$ cat src/rtl/fetch_thread_sched_pkg.sv
// Shared types for the fetch thread scheduler: thread id, per-thread state and default width.
package fetch_thread_sched_pkg;

  localparam int NTHREADS_DEFAULT = 4;

  typedef logic [1:0] threadid_t;

  typedef enum logic [1:0] {
    IDLE      = 2'd0,
    READY     = 2'd1,
    MISS_WAIT = 2'd2,
    BACKOFF   = 2'd3
  } thread_state_e;

endpackage

$ cat src/rtl/fetch_thread_sched_if.sv
// Event inputs, fetch handshake and status bundle of the fetch thread scheduler.
interface fetch_thread_sched_if
  import fetch_thread_sched_pkg::*;
#(
  parameter int NTHREADS = NTHREADS_DEFAULT
);

  logic [NTHREADS-1:0] thread_enable;
  logic                miss_valid;
  threadid_t           miss_thread;
  logic                fill_done;
  threadid_t           fill_thread;
  logic                hazard_valid;
  threadid_t           hazard_thread;
  logic                fetch_ready;
  logic                fetch_valid;
  threadid_t           fetch_thread;
  logic [NTHREADS-1:0] stalled_mask;

  // master is the scheduler, slave is the front end around it
  modport master (
    input  thread_enable, miss_valid, miss_thread, fill_done, fill_thread,
           hazard_valid, hazard_thread, fetch_ready,
    output fetch_valid, fetch_thread, stalled_mask
  );

  modport slave (
    output thread_enable, miss_valid, miss_thread, fill_done, fill_thread,
           hazard_valid, hazard_thread, fetch_ready,
    input  fetch_valid, fetch_thread, stalled_mask
  );

endinterface

$ cat src/rtl/fetch_thread_sched_rr_arbiter.sv
// Combinational round-robin arbiter: first requester at or after last+1, wrapping.
module rr_arbiter
  import fetch_thread_sched_pkg::*;
#(
  parameter int NTHREADS = NTHREADS_DEFAULT
) (
  input  logic [NTHREADS-1:0] req,
  input  threadid_t           last,
  output logic [NTHREADS-1:0] grant,
  output threadid_t           grant_idx
);

  always_comb begin
    threadid_t cand;
    logic      found;
    grant     = '0;
    grant_idx = '0;
    cand      = '0;
    found     = 1'b0;
    // k == NTHREADS wraps back onto last itself, so it is considered last
    for (int k = 1; k <= NTHREADS; k++) begin
      cand = last + threadid_t'(k);
      if (!found && req[cand]) begin
        found       = 1'b1;
        grant[cand] = 1'b1;
        grant_idx   = cand;
      end
    end
  end

endmodule

$ cat src/rtl/fetch_thread_sched.sv
// Per-thread fetch FSMs (idle/ready/miss-wait/backoff) feeding a registered round-robin grant.
module fetch_thread_sched
  import fetch_thread_sched_pkg::*;
#(
  parameter int NTHREADS    = NTHREADS_DEFAULT,
  parameter int HAZ_BACKOFF = 3
) (
  input  logic                 clk,
  input  logic                 rst,
  fetch_thread_sched_if.master bus
);

  localparam int CNT_W = $clog2(HAZ_BACKOFF + 1);

  localparam logic [1:0] ST_IDLE    = IDLE;
  localparam logic [1:0] ST_READY   = READY;
  localparam logic [1:0] ST_MISS    = MISS_WAIT;
  localparam logic [1:0] ST_BACKOFF = BACKOFF;

  typedef logic [CNT_W-1:0] cnt_t;

  logic [NTHREADS-1:0] elig;
  logic [NTHREADS-1:0] stall_nxt;
  logic [NTHREADS-1:0] arb_grant;
  logic [NTHREADS-1:0] stall_q;
  threadid_t           arb_idx;
  threadid_t           arb_last;
  threadid_t           last_q;
  threadid_t           thread_q;
  logic                arb_any;
  logic                valid_q;
  logic                xfer;
  logic                hold;

  for (genvar i = 0; i < NTHREADS; i++) begin : g_thr
    logic       miss_i;
    logic       haz_i;
    logic       fill_i;
    logic [1:0] state_q;
    logic [1:0] state_d;
    cnt_t       cnt_q;
    cnt_t       cnt_d;

    assign miss_i = bus.miss_valid   && (bus.miss_thread   == threadid_t'(i));
    assign haz_i  = bus.hazard_valid && (bus.hazard_thread == threadid_t'(i));
    assign fill_i = bus.fill_done    && (bus.fill_thread   == threadid_t'(i));

    always_comb begin
      state_d = state_q;
      cnt_d   = cnt_q;
      if (!bus.thread_enable[i]) begin
        state_d = ST_IDLE;
        cnt_d   = '0;
      end else begin
        case (state_q)
          ST_IDLE: state_d = ST_READY;
          ST_READY, ST_BACKOFF: begin
            // miss outranks hazard; a hazard in backoff reloads the count
            if (miss_i) begin
              state_d = ST_MISS;
              cnt_d   = '0;
            end else if (haz_i) begin
              state_d = ST_BACKOFF;
              cnt_d   = cnt_t'(HAZ_BACKOFF);
            end else if (state_q == ST_BACKOFF) begin
              if (cnt_q == cnt_t'(1)) begin
                state_d = ST_READY;
                cnt_d   = '0;
              end else begin
                cnt_d = cnt_q - cnt_t'(1);
              end
            end
          end
          ST_MISS: if (fill_i && !miss_i) state_d = ST_READY;
          default: state_d = ST_IDLE;
        endcase
      end
    end

    always_ff @(posedge clk) begin
      if (rst) begin
        state_q <= ST_IDLE;
        cnt_q   <= '0;
      end else begin
        state_q <= state_d;
        cnt_q   <= cnt_d;
      end
    end

    assign elig[i]      = (state_q == ST_READY) && bus.thread_enable[i] && !miss_i && !haz_i;
    assign stall_nxt[i] = (state_d == ST_MISS) || (state_d == ST_BACKOFF);
  end

  rr_arbiter #(.NTHREADS(NTHREADS)) u_arb (
    .req       (elig),
    .last      (arb_last),
    .grant     (arb_grant),
    .grant_idx (arb_idx)
  );

  assign arb_any  = |arb_grant;
  assign xfer     = valid_q && bus.fetch_ready;
  // a stalled offer is kept only while its thread remains eligible
  assign hold     = valid_q && !bus.fetch_ready && elig[thread_q];
  assign arb_last = xfer ? thread_q : last_q;

  always_ff @(posedge clk) begin
    if (rst) begin
      valid_q  <= 1'b0;
      thread_q <= '0;
      last_q   <= threadid_t'(NTHREADS - 1);
      stall_q  <= '0;
    end else begin
      last_q  <= arb_last;
      stall_q <= stall_nxt;
      if (!hold) begin
        valid_q <= arb_any;
        if (arb_any) thread_q <= arb_idx;
      end
    end
  end

  assign bus.fetch_valid  = valid_q;
  assign bus.fetch_thread = thread_q;
  assign bus.stalled_mask = stall_q;

endmodule

$ cat src/flat_wrapper.sv
// flat-port wrapper written by rule: the top's interface ports become plain ports
module fetch_thread_sched_flat import fetch_thread_sched_pkg::*;
#(
  parameter int NTHREADS    = NTHREADS_DEFAULT,
  parameter int HAZ_BACKOFF = 3
)
  (clk, rst, bus_thread_enable, bus_miss_valid, bus_miss_thread, bus_fill_done, bus_fill_thread, bus_hazard_valid, bus_hazard_thread, bus_fetch_ready, bus_fetch_valid, bus_fetch_thread, bus_stalled_mask);
  fetch_thread_sched_if #(.NTHREADS(NTHREADS)) bus_i ();
  input  logic clk;
  input  logic rst;
  input wire logic [$bits(bus_i.thread_enable)-1:0] bus_thread_enable;
  input wire logic [$bits(bus_i.miss_valid)-1:0] bus_miss_valid;
  input wire logic [$bits(bus_i.miss_thread)-1:0] bus_miss_thread;
  input wire logic [$bits(bus_i.fill_done)-1:0] bus_fill_done;
  input wire logic [$bits(bus_i.fill_thread)-1:0] bus_fill_thread;
  input wire logic [$bits(bus_i.hazard_valid)-1:0] bus_hazard_valid;
  input wire logic [$bits(bus_i.hazard_thread)-1:0] bus_hazard_thread;
  input wire logic [$bits(bus_i.fetch_ready)-1:0] bus_fetch_ready;
  output wire logic [$bits(bus_i.fetch_valid)-1:0] bus_fetch_valid;
  output wire logic [$bits(bus_i.fetch_thread)-1:0] bus_fetch_thread;
  output wire logic [$bits(bus_i.stalled_mask)-1:0] bus_stalled_mask;
  assign bus_i.thread_enable = bus_thread_enable;
  assign bus_i.miss_valid = bus_miss_valid;
  assign bus_i.miss_thread = bus_miss_thread;
  assign bus_i.fill_done = bus_fill_done;
  assign bus_i.fill_thread = bus_fill_thread;
  assign bus_i.hazard_valid = bus_hazard_valid;
  assign bus_i.hazard_thread = bus_hazard_thread;
  assign bus_i.fetch_ready = bus_fetch_ready;
  assign bus_fetch_valid = bus_i.fetch_valid;
  assign bus_fetch_thread = bus_i.fetch_thread;
  assign bus_stalled_mask = bus_i.stalled_mask;
  fetch_thread_sched #(.NTHREADS(NTHREADS), .HAZ_BACKOFF(HAZ_BACKOFF)) u_core (.clk(clk), .rst(rst), .bus(bus_i));
endmodule
$ cat config.mk
export PLATFORM = sky130hd
export DESIGN_NAME = fetch_thread_sched_flat
export DESIGN_NICKNAME = d
export VERILOG_FILES = /design/src/rtl/fetch_thread_sched_pkg.sv /design/src/rtl/fetch_thread_sched_if.sv /design/src/rtl/fetch_thread_sched_rr_arbiter.sv /design/src/rtl/fetch_thread_sched.sv /design/src/flat_wrapper.sv
export SDC_FILE = /design/constraint.sdc
export NUM_CORES = 1
export LEC_CHECK = 0
export CAP_MARGIN = 20
export CORE_AREA = 2 2 55 78
export DETAILED_ROUTE_END_ITERATION = 6
export DIE_AREA = 0 0 57 80
export HOLD_SLACK_MARGIN = 0.05
export PLACE_DENSITY = 0.66
export RECOVER_POWER = 50
export SYNTH_ARGS = -nofsm -noshare
export SYNTH_HDL_FRONTEND = slang
export SYNTH_SLANG_ARGS = --single-unit
export TNS_END_PERCENT = 100
$ cat constraint.sdc
create_clock -name clk -period 6.32 [get_ports clk]
set_input_delay 1.58 -clock clk [delete_from_list [all_inputs] [get_ports clk]]
set_output_delay 1.58 -clock clk [all_outputs]
set_load 0.02 [all_outputs]
# Word-level counts from Yosys, hierarchy flattened
# Cells that the tools add are included.
dict set report totals {
  regBits 25
  latch_bits 0
  ramBits 0
  romBits 0
  input_bits 16
  memories 0
}
dict set report classes {
  n_addsub 7
  mul 0
  div 0
  n_lt_le_gt_ge 9
  eq_ne 33
  shift 0
  n_mux 74
  bitwise_logic 8
  n_reduce_logical 79
}
# op n
set ops {}
lappend ops {{$mux W2} 45}
lappend ops {{$eq A2 B2 Y1 const B} 22}
lappend ops {{$logic_and A1 B1 Y1} 38}
lappend ops {{$pmux W2 S3} 4}
lappend ops {{$eq A2 B1 Y1 const B} 11}
lappend ops {{$mux W4} 4}
lappend ops {{$reduce_or A2 Y1} 8}
lappend ops {{$lt A2 B3 Y1 const B} 5}
lappend ops {{$logic_not A2 Y1} 7}
lappend ops {{$logic_not A1 Y1} 12}
lappend ops {{$mux W1} 12}
lappend ops {{$or A4 B4 Y4} 3}
lappend ops {{$reduce_bool A3 Y1} 4}
lappend ops {{$bmux W1 S2} 5}
lappend ops {{$reduce_and A2 Y1} 5}
lappend ops {{$demux W1 S2} 4}
lappend ops {{$ge A2 B1 Y1 const B} 4}
lappend ops {{$sub A2 B1 Y2 const B} 4}
lappend ops {{$not A1 Y1} 5}
lappend ops {{$add A2 B2 Y2 const B} 2}
lappend ops {{$logic_or A1 B1 Y1} 4}
lappend ops {{$reduce_or A4 Y1} 1}
lappend ops {{$add A2 B1 Y2 const B} 1}

# Logic depth before layout (Yosys ltp)
dict set report logic_depth {
  depth_word 19
  depth_mapped 10
  depth_no_buf 9
}

# By module
# A second synthesis with hierarchy kept.
dict set report unflattened {
  hier_cells 235
  hier_area_um2 1930.6
}
# module n_inst cells_each area_each_um2 seq_area_each_um2
set modules_own_cells {}
lappend modules_own_cells {fetch_thread_sched 1 167 1385.1 500.5}
lappend modules_own_cells {rr_arbiter 1 68 545.5 0.0}

# Worst setup path after synthesis
# No wires, ideal clock.
dict set report synth_path {
  path_type {input-to-reg}
  start {input port bus_fetch_ready}
  end {register u_core.thread_q[0], in the netlist u_core.bus.fetch_thread[0]}
  t_arrival_ns 4.008
  required_ns 6.254
  slack_ns 2.245
  stages 10
  path_buffers 1
  cell_sequence {nand2_1 mux2i_1 inv_1 ha_1 buf_1 mux4_1 o41a_2 a41oi_2 o21ai_0 a21oi_2}
}
dict set report synth_between {
  elab_chain_len 17
}
# item line
set synth_lines {}
lappend synth_lines {{from (decl)} flat_wrapper.sv:18} ;# input wire logic [$bits(bus_i.fetch_ready)-1:0] bus_fetch_ready;
lappend synth_lines {{$logic_and A1 B1 Y1 (*)} fetch_thread_sched.sv:102} ;# assign xfer = valid_q && bus.fetch_ready;
lappend synth_lines {{$mux W2 (*)} fetch_thread_sched.sv:105} ;# assign arb_last = xfer ? thread_q : last_q;
lappend synth_lines {{named net u_core.arb_last[1]} fetch_thread_sched.sv:27} ;# threadid_t arb_last;
lappend synth_lines {{parallel branches: the longest is 15 deep, another holds $lt A2 B3 Y1} n/a}
lappend synth_lines {{to (signal assigned)} fetch_thread_sched.sv:118} ;# if (arb_any) thread_q <= arb_idx;
lappend synth_lines {{to (decl)} fetch_thread_sched.sv:29} ;# threadid_t thread_q;
# Mark *: on every way through the listed nets, which the timed path passes. The select of a mux whose other input is x is not followed.
# A chain may end at the register's enable or synchronous reset.

# Worst setup path in the final report
# Same ends and word-level chain as after synthesis.

==> run_results.csv <==
group,metric,value,unit
outcome,status,"completed",
clocking,cts_made_buffers,3,
sta,rsz0062_at_grt,"no",
drt,antenna_left,0,
critical_path,max_stage_delay,0.74,ns
final_layout,fillCellCount,380,
critical_path,critPathKind,"in2reg",
sta,maxSlewHeadroom,35.98,%
clocking,cts_hold_buf,0,
final_layout,drive_gt1_share,6.075,%
critical_path,critPathLaunchType,"input pin",
critical_path,cp_data_required_time,6.52,ns
critical_path,endpoint_kind,"flip-flop",
global_route,grt_usage,17.39,%
floorplanning,fp.dieH,80,microns
synth,synth_area_per_cell,8.619,sq um
synth,yosys_most_used_dff,"dfxtp_1",
synth,yosysWarnings,0,
clocking,cts_tree,"yes",
floorplanning,die_area,4560,sq um
synth,ys_types,53,
drt,drtIter0Drc,48,
drt,vias,1529,
final_layout,design_area,1966,sq um
power_and_ir_drop,vdd_ir_drop_max,101.1,uV
sta,finClkSkew,0.005963,ns
global_route,antenna_found_initial,0,
drt,wl,3711,microns
drt,drc_errors,0,
final_layout,area_growth,15.77,%
power_and_ir_drop,cellLeakagePower,0.7251,nW
final_layout,antenna_cells,0,
synth,synth_seq_cells,24,
synth,synth-edff-count,0,
synth,async_flop_share,0,%
global_route,grt_pass1_wl,6423,microns
synth,syn-cell-area,1698,sq um
placed_design,gp_congestion,0.8238,
clocking,htree_levels,1,
sta,fin_crit_sh,71.03,%
critical_path,cpMaxStageDelayCell,"mux2i_1",
sta,whs,0.4713,ns
floorplanning,ios,23,
global_route,grt_max_degree,14,
critical_path,cp_max_fo,10,
global_route,grt_pass1_vias,1441,
floorplanning,dieWidth,57,microns
sta,slew_viol_final,0,
synth,synth_top_cell_area_share,28.30,%
critical_path,cp_cell_sequence,"clkdlybuf4s50_1 > nand2_1 > mux2i_1 > inv_1 > ha_1 > mux4_1 > o41a_2 > a41oi_2 > o21ai_0 > a21oi_2",
final_layout,multi_input_area,1132,sq um
critical_path,cp_num_buf_inv,2,
clocking,cts.sinks,24,
hold_path,worstHoldPathType,"reg2reg",
clocking,post_cts_buffers,0,
floorplanning,start_util,44.09,%
floorplanning,core,3851,sq um
clocking,clock_path_buffers,2,
sta,min_period,4.489,ns
run,cap_violations,0,
floorplanning,rows,27,
clocking,cts.clk_slew.worst_paths,0.08,ns
clocking,root_buffer,"clkbuf_8",
drt,firstDrtPassIters,4,
clocking,insertion_delay,0.26,ns
critical_path,critPathArrivalTime,4.69,ns
synth,synth_fp_nets,225,
synth,syn-instance-count,197,
synth,synth.largest_area_cell,"dfxtp_1",
placed_design,portBuffers,22,
synth,synth.area.top_cells,"dfxtp_1 28%, ha_1 8.8%, nand2_1 4.6%, a21oi_1 3.5%, o21ai_0 3.2%",
final_layout,ff_latch_area,480.5,sq um
global_route,overflow,0,
sta,hold_violations,0,
synth,seq_area_frac_synth,28.30,%
sta,fin_setup_tns,0,ns
sta,tightest_slew,0.9582,ns
sta,max_freq,222.8,MHz
placed_design,dp_hpwl,2825,microns
sta,setup_viol,0,
final_layout,nNetsFinal,244,
drt,wl_per_cell,14.44,microns
critical_path,cp_top_family,"multiplexers",
clocking,cts_resized,0,
power_and_ir_drop,powerDensity,188.2,nW/um^2
drt,vias_per_cell,5.949,
placed_design,placed_cell_area,1929,sq um
-- final cells by class --
| cell class | count | share of cell area (%) |
|---|---|---|
| clock buffer | 3 | 2.101 |
| inverter | 10 | 1.910 |
| multi-input combinational | 155 | 57.61 |
| sequential | 24 | 24.44 |
| tap | 43 | 2.737 |
| timing repair buffer | 22 | 11.20 |
-- cells by family (layout without fill, tap and decap cells) --
family,after synthesis,after routing,synth area share (%)
DFF,24,24,28.30
muxes,8,8,5.969
AOI/OAI and AO/OA,65,65,27.19
adders and majority gates,12,12,8.843
buffers and inverters,18,35,4.716
and+or+nand+nor,70,70,24.98
-- registers in the layout, indices dropped and copies added, names as in the netlist --
| register | count |
|---|---|
| u_core.last_q | 2 |
| u_core.g_thr.state_q | 7 |
| u_core.bus.stalled_mask | 4 |
| u_core.bus.fetch_thread | 2 |
| u_core.g_thr.cnt_q | 8 |
| u_core.bus.fetch_valid | 1 |
-- final timing paths --
kind                                                from                         end  slack [ns]  cells after the start
worst min-delay path            u_core.g_thr[1].cnt_q[1]    u_core.g_thr[1].cnt_q[1]        0.47                      2
worst max register to register    u_core.bus.fetch_valid  u_core.bus.fetch_thread[0]        3.27                      9
worst min register to register  u_core.g_thr[1].cnt_q[1]    u_core.g_thr[1].cnt_q[1]        0.47                      2
worst max-delay path                     bus_fetch_ready  u_core.bus.fetch_thread[0]        1.83                     10
-- worst register-to-register path, delay by kind of cell (launching register included) --
kind            cells  cell delay, ns
simple gates        1            0.12
buf+inv             1            0.24
compound gates      4            0.72
mux                 2            1.06
fa+ha+maj           1            0.51
flops               1            0.33
-- metrics by stage --
stage	utilization, %	worst slack, ns	total power [mW]	instances
6_report	51.04	1.831	0.3699	257
5_1_grt	51.04	1.591	0.3929	257
4_1_cts	51.17	1.844	0.3720	257
3_5_place_dp	50.10	1.581	0.2837	254
3_3_place_gp	50.10	1.655	0.2821	254
2_1_floorplan	-	2.245	0.2487	197
-- routing by layer --
layer,GRT usage [%],part of all wire [%],wire [microns]
met1,20.73,45,1682
met2,31.72,50,1848
met3,2.269,3.2,120
met4,5.349,1.6,59
met5,0,0,0
-- power breakdown --
group / switching (mW) / leakage [nW] / internal, mW
clock network: 0.0466 / 0.0216 / 0.0426
logic: 0.0652 / 0.509 / 0.0497
registers: 0.00828 / 0.195 / 0.158
total: 0.120 / 0.725 / 0.250
-- layout by cell type (no fill, tap or decap), drive strengths merged, types with 2 or more instances in the layout --
master	count
o211ai	5
nand3b	2
nand2b	3
o31ai	2
nor4	4
dfxtp	24
o2111ai	2
o21ai	11
nor3	2
inv	10
clkbuf	3
ha	12
and3b	4
nor2	14
a211oi	7
nor3b	6
o21a	4
o22a	4
dlygate4sd3	4
clkdlybuf4s50	18
nor4b	2
nand4	2
a21oi	13
nand2	21
nand3	3
o22ai	2
mux2i	6
or4	2
nor2b	2
a31oi	5
-- Yosys cell counts (all sizes together) (3+ instances only) --
master and count:
inv 10, o22a 4, o21a 4, nor2 14
o21ai 11, nand2b 3, dfxtp 24, and3b 4
a211oi 7, nor3b 6, a21oi 13, mux2i 6
nor4 4, clkbuf 4, a31oi 5, nand2 21
ha 12, o211ai 5, nand3 3, buf 4
No activity file was read; power rests on OpenSTA's default activity.
